### src/rtl/sdram_write_scheduler.sv
// Drains whole packets from the usb_to_sdram read port and writes each as one
// SDRAM burst into a circular buffer, dropping packets when the ring is full.
module sdram_write_scheduler #(
    parameter int ADDR_W    = 24,
    parameter int PKT_WORDS = 64
) (
    input  logic              clk,
    input  logic              rst,
    input  logic              enable,
    input  logic [15:0]       fifo_data,
    input  logic              fifo_empty,
    output logic              fifo_pull,
    output logic              mem_cmd_valid,
    input  logic              mem_cmd_ready,
    output logic [ADDR_W-1:0] mem_cmd_addr,
    output logic              mem_wr_valid,
    input  logic              mem_wr_ready,
    output logic [15:0]       mem_wr_data,
    input  logic [ADDR_W-1:0] rd_ptr,
    output logic [ADDR_W-1:0] wr_ptr,
    output logic              overflow,
    output logic [15:0]       drop_count,
    output logic              busy,
    output logic [1:0]        state_dbg
);

    localparam int CNT_W = $clog2(PKT_WORDS);

    typedef enum logic [1:0] {
        IDLE    = 2'd0,
        CMD     = 2'd1,
        DATA    = 2'd2,
        DISCARD = 2'd3
    } state_t;

    state_t             state, state_next;
    logic [CNT_W-1:0]   word_cnt;
    logic [ADDR_W-1:0]  free_words;
    logic               last_word;

    // One slot is kept empty so that equal pointers always mean an empty ring.
    assign free_words = rd_ptr - wr_ptr - ADDR_W'(1);
    assign last_word  = (word_cnt == CNT_W'(PKT_WORDS - 1));
    assign busy       = (state != IDLE);
    assign state_dbg  = state;

    // Handshakes: a transfer happens on a rising edge where valid and ready are
    // both high; valid and its payload are held stable until that edge.
    always_comb begin
        state_next    = state;
        fifo_pull     = 1'b0;
        mem_cmd_valid = 1'b0;
        mem_cmd_addr  = '0;
        mem_wr_valid  = 1'b0;
        mem_wr_data   = '0;
        case (state)
            IDLE: begin
                if (enable && !fifo_empty) begin
                    if (free_words >= ADDR_W'(PKT_WORDS)) state_next = CMD;
                    else                                  state_next = DISCARD;
                end
            end
            CMD: begin
                mem_cmd_valid = 1'b1;
                mem_cmd_addr  = wr_ptr;
                if (mem_cmd_ready) state_next = DATA;
            end
            DATA: begin
                mem_wr_valid = !fifo_empty;
                mem_wr_data  = fifo_data;
                fifo_pull    = mem_wr_valid && mem_wr_ready;
                if (fifo_pull && last_word) state_next = IDLE;
            end
            DISCARD: begin
                fifo_pull = !fifo_empty;
                if (fifo_pull && last_word) state_next = IDLE;
            end
            default: state_next = IDLE;
        endcase
    end

    always_ff @(posedge clk) begin
        if (rst) begin
            state      <= IDLE;
            word_cnt   <= '0;
            wr_ptr     <= '0;
            overflow   <= 1'b0;
            drop_count <= '0;
        end else begin
            state <= state_next;
            if (state == IDLE)  word_cnt <= '0;
            else if (fifo_pull) word_cnt <= word_cnt + CNT_W'(1);
            if (state == DATA && fifo_pull && last_word)
                wr_ptr <= wr_ptr + ADDR_W'(PKT_WORDS);
            if (state == DISCARD && fifo_pull && last_word) begin
                overflow <= 1'b1;
                if (drop_count != 16'hFFFF) drop_count <= drop_count + 16'd1;
            end
        end
    end

endmodule

### config.mk
export PLATFORM = sky130hd
export DESIGN_NAME = sdram_write_scheduler
export DESIGN_NICKNAME = d
export VERILOG_FILES = /design/src/rtl/sdram_write_scheduler.sv
export SDC_FILE = /design/constraint.sdc
export NUM_CORES = 1
export LEC_CHECK = 0
export ABC_CLOCK_PERIOD_IN_PS = 5400
export BUFFER_PORTS_ARGS = -buffer_cell sky130_fd_sc_hd__buf_2
export CAP_MARGIN = 25
export CELL_PAD_IN_SITES_DETAIL_PLACEMENT = 0
export CELL_PAD_IN_SITES_GLOBAL_PLACEMENT = 1
export CORE_MARGIN = 2
export CORE_UTILIZATION = 38
export DETAILED_ROUTE_END_ITERATION = 16
export MAX_ROUTING_LAYER = met4
export PLACE_DENSITY = 0.89
export SLEW_MARGIN = 10
export SYNTH_ARGS = -nofsm -noshare
export SYNTH_HDL_FRONTEND = slang
export SYNTH_SLANG_ARGS = --single-unit
export TNS_END_PERCENT = 10
### constraint.sdc
create_clock -name clk -period 5.4 [get_ports clk]
set_clock_uncertainty 0.2 [all_clocks]
set_input_delay 0.27 -clock clk [delete_from_list [all_inputs] [get_ports clk]]
set_output_delay 0.27 -clock clk [all_outputs]
set_load 0.02 [all_outputs]
==> qor.csv <==
metric;value;unit
outcome;finished clean;
crit path launch type;flop;
vias in the first global route;3177;
nets@finish;629;
sequential cell area fraction in the yosys report;0.2512;
Reg clk slew, reported paths;100;ps
period utilization;0.6426;
Cells after DPL;664;
CP required;5420;ps
met2 routed WL;4.282;mm
Met1 Wirelength;4.552;mm
combinational share of power;0.196;
Post-Synthesis Cells;451;
final non-filler cell total;672;
drt initial violations;197;
Yosys reg bits;43;
Fillers;884;
CTS HTree Levels;2;
pin count of the biggest net entering global routing;39;
area grow syn2layout;21.18;%
Site Rows;34;
initial antenna violation count;0;
share of layout cells above drive strength 1;0.2606;
CTS resizes;0;
hold-critical path depth;3;
Reg2Reg Setup Slack;1930;ps
Num CTS Buffers;5;
uppermost layer routed;met4;
HP Start;enable;
Final ANT Viol Nets;0;
global-route wire length before repair;15.57;mm
Starting Density;0.3930;
RSZ-0062 raised after global routing;no;
Met3 Wirelength;596;µm
DR vias;3486;
async set or reset register ratio after synthesis;0;
Clk pwr share;0.331;
Fmax achieved;288.2;MHz
Tot GR Track Use;0.1976;
Post-CTS Hold Buffers;0;
clk buf depth;2;
antenna cells;0;
WHS Endpoint;state_dbg[0];
DR pass1 iterations;5;
# setup viols final;0;
Worst slew margin;0.4334;
sw frac;0.3150;
Die X;98.97;µm
DRT Wirelength;9.567;mm
clock root buffer master;clkbuf_8;
mapped cell area;3427;µm²
worst skew pair latency;300;ps
worst vdd ir;0.1303;mV
CTS tree;yes;
critical path class;flop to flop;
Worst setup EP type;flop;
NetSw;212.4;µW
number of buffers added on ports;120;
WHS;87.00;ps
chip height;98.97;µm
Slew @ Worst Pin;843.3;ps
Crit Reg-Reg Endpoint;state_dbg[1];
setup TNS;0;ps
post-CTS setup buffers;0;
pwr dens;162.3;nW/µm²
synth unique cells;63;
I/O pin cnt;133;
GP Congestion;0.9827;
Leakage;1.829;nW
r2r startpoint;wr_ptr[8];
Setup WS pre-CTS;2024;ps
core footprint;8721;µm²
die area;9794;µm²
grt total ovfl;0;
Max Cap Violations;0;
setup ws final;1930;ps
# clock sinks;43;
Vias/cell;5.188;
Design Area, Final;4153;µm²
Max FO, Critical Path;8;
CP Data Arrival Time;3490;ps
max-slew violations;0;
drt drc;0;
Post-synth EDFFs;0;
placed cell area;4060;µm²
Reg2Reg Depth;10;
final hold vios;0;
cell-internal power;461.8;µW
Ys Warns;0;
sequential share of power;0.473;
dpl hpwl;7.566;mm
Tmin final;3470;ps
Post-Syn Area per Cell;7.599;µm²
worst hold path class;input port to flop;
DR WL/cell;14.24;µm
Synth Flop Type;dfxtp_1;
## synthesized netlist by cell type (2+ instances only)
cell type  count  area (µm²)
a2111oi_0      2       17.52
a211oi_1       4       30.03
a211oi_2       2       25.02
a21o_1         3       22.52
a21oi_1       23       115.1
and2_1        37       231.5
and3_1         6       37.54
and4_1         2       17.52
buf_2          4       20.02
buf_4         12       90.09
clkbuf_1      11       41.29
dfxtp_1       43       860.8
ha_1          20       250.2
inv_1         27       101.4
mux2_2         2       22.52
mux2i_1        5       50.05
nand2_1       32       120.1
nand2b_1       4       25.02
nand3_1       13       65.06
nand3b_1       5       37.54
nand4_1       11       68.82
nor2_1        60       225.2
nor2b_1        3       18.77
nor3_1        16       80.08
nor3_2         2       20.02
nor4_1         4       25.02
nor4_2         2       25.02
o211ai_1       4       30.03
o21a_1         5       37.54
o21ai_0       11       55.05
o21ai_1        2       10.01
o22ai_1        2       12.51
o31ai_1        2       15.01
or2_2          2       12.51
or3_1          5       31.28
xnor2_1       21       183.9
xor2_1        16       140.1
## worst max path at each step
stage / startpoint / cells past startpoint / slack (ps) / to
5_1_grt: wr_ptr[9] / 10 / 1660 / state_dbg[1]
6_report: wr_ptr[8] / 10 / 1930 / state_dbg[1]
2_1_floorplan: wr_ptr[8] / 11 / 2320 / state_dbg[1]
3_5_place_dp: wr_ptr[8] / 10 / 2020 / state_dbg[1]
4_1_cts: wr_ptr[8] / 10 / 1950 / state_dbg[1]
3_3_place_gp: wr_ptr[16] / 9 / 2100 / state_dbg[1]
## logic make-up after synthesis
logic type / count (synthesis) / synth area share
AND/OR/NAND/NOR: 214 / 0.3326
flip-flops: 43 / 0.2512
XOR/XNOR: 38 / 0.09931
buffers and inverters: 54 / 0.07375
adder cells (fa/ha/maj): 20 / 0.07302
multiplexers: 7 / 0.02118
other: 1 / 0.001094
AO/OA/AOI/OAI: 74 / 0.1479
## power groups by stage
| stage | Combinational, mW | Clock [mW] | Sequential, mW |
|---|---|---|---|
| final | 0.132 | 0.223 | 0.319 |
| after global routing | 0.146 | 0.244 | 0.319 |
| after CTS | 0.131 | 0.232 | 0.319 |
| after detailed placement | 0.130 | 0 | 0.326 |
| after global placement | 0.131 | 0 | 0.326 |
| after floorplan | 0.0962 | 0 | 0.326 |
## per-layer routing
| layer | GRT usage | up-vias |
|---|---|---|
| met5 | - | - |
| met4 | 0.04320 | 0 |
| met3 | 0.03191 | 10 |
| met2 | 0.3108 | 121 |
| met1 | 0.2681 | 1592 |
| li1 | - | 1763 |
## flip-flops by register name, indices dropped and copies added, names as in the netlist
signal      flops
drop_count     16
overflow        1
state_dbg       2
word_cnt        6
wr_ptr         18
## critical path, stage by stage, from the launching register on
cell and delay [ps]:
dfxtp_1 400, inv_1 90, ha_1 430, nand2_1 160, a211oi_2 310, a22oi_1 200, o31ai_1 650, a2111oi_0 240
nor4_1 290, nand4_1 170, a221oi_2 250
## per-stage QoR
step	util	total power, mW
after floorplan	-	0.4221
after global placement	0.4656	0.4570
after detailed placement	0.4656	0.4563
after CTS	0.4762	0.6812
after global routing	0.4762	0.7094
final	0.4762	0.6742
## layout by cell type (no fill, tap or decap), drive strengths merged, types with 2 or more instances in the layout
master,synthesis,routed
o21ai,13,13
nand2b,4,4
a221oi,2,2
nand4,11,11
and3,6,6
and2,38,38
nor2,60,60
dfxtp,43,43
ha,20,20
a211oi,6,6
xnor2,21,21
mux2,2,2
xor2,17,17
and4,2,2
nand2,32,32
nor2b,3,3
buf,16,121
o211ai,4,4
a2111oi,3,3
o31ai,2,2
nor3,18,18
a21oi,23,23
clkinvlp,0,2
o22ai,2,2
inv,27,28
a21o,3,3
or2,3,3
mux2i,5,5
conb,1,12
clkbuf,11,5
o21a,5,5
nor4,7,7
nand3,13,13
nand3b,5,5
or3,6,6
## cell type report
| cell class | instances | area, µm² | area share |
|---|---|---|---|
| tap | 108 | 135.1 | 0.03254 |
| clock buffer | 5 | 68.82 | 0.01657 |
| inverter | 27 | 101.3 | 0.02440 |
| timing repair buffer | 121 | 608.1 | 0.1464 |
| multi-input combinational | 365 | 2355 | 0.5670 |
| clock inverter | 3 | 23.77 | 0.005725 |
| sequential | 43 | 860.8 | 0.2073 |
Note: power is estimated with default switching activity, not from simulation.
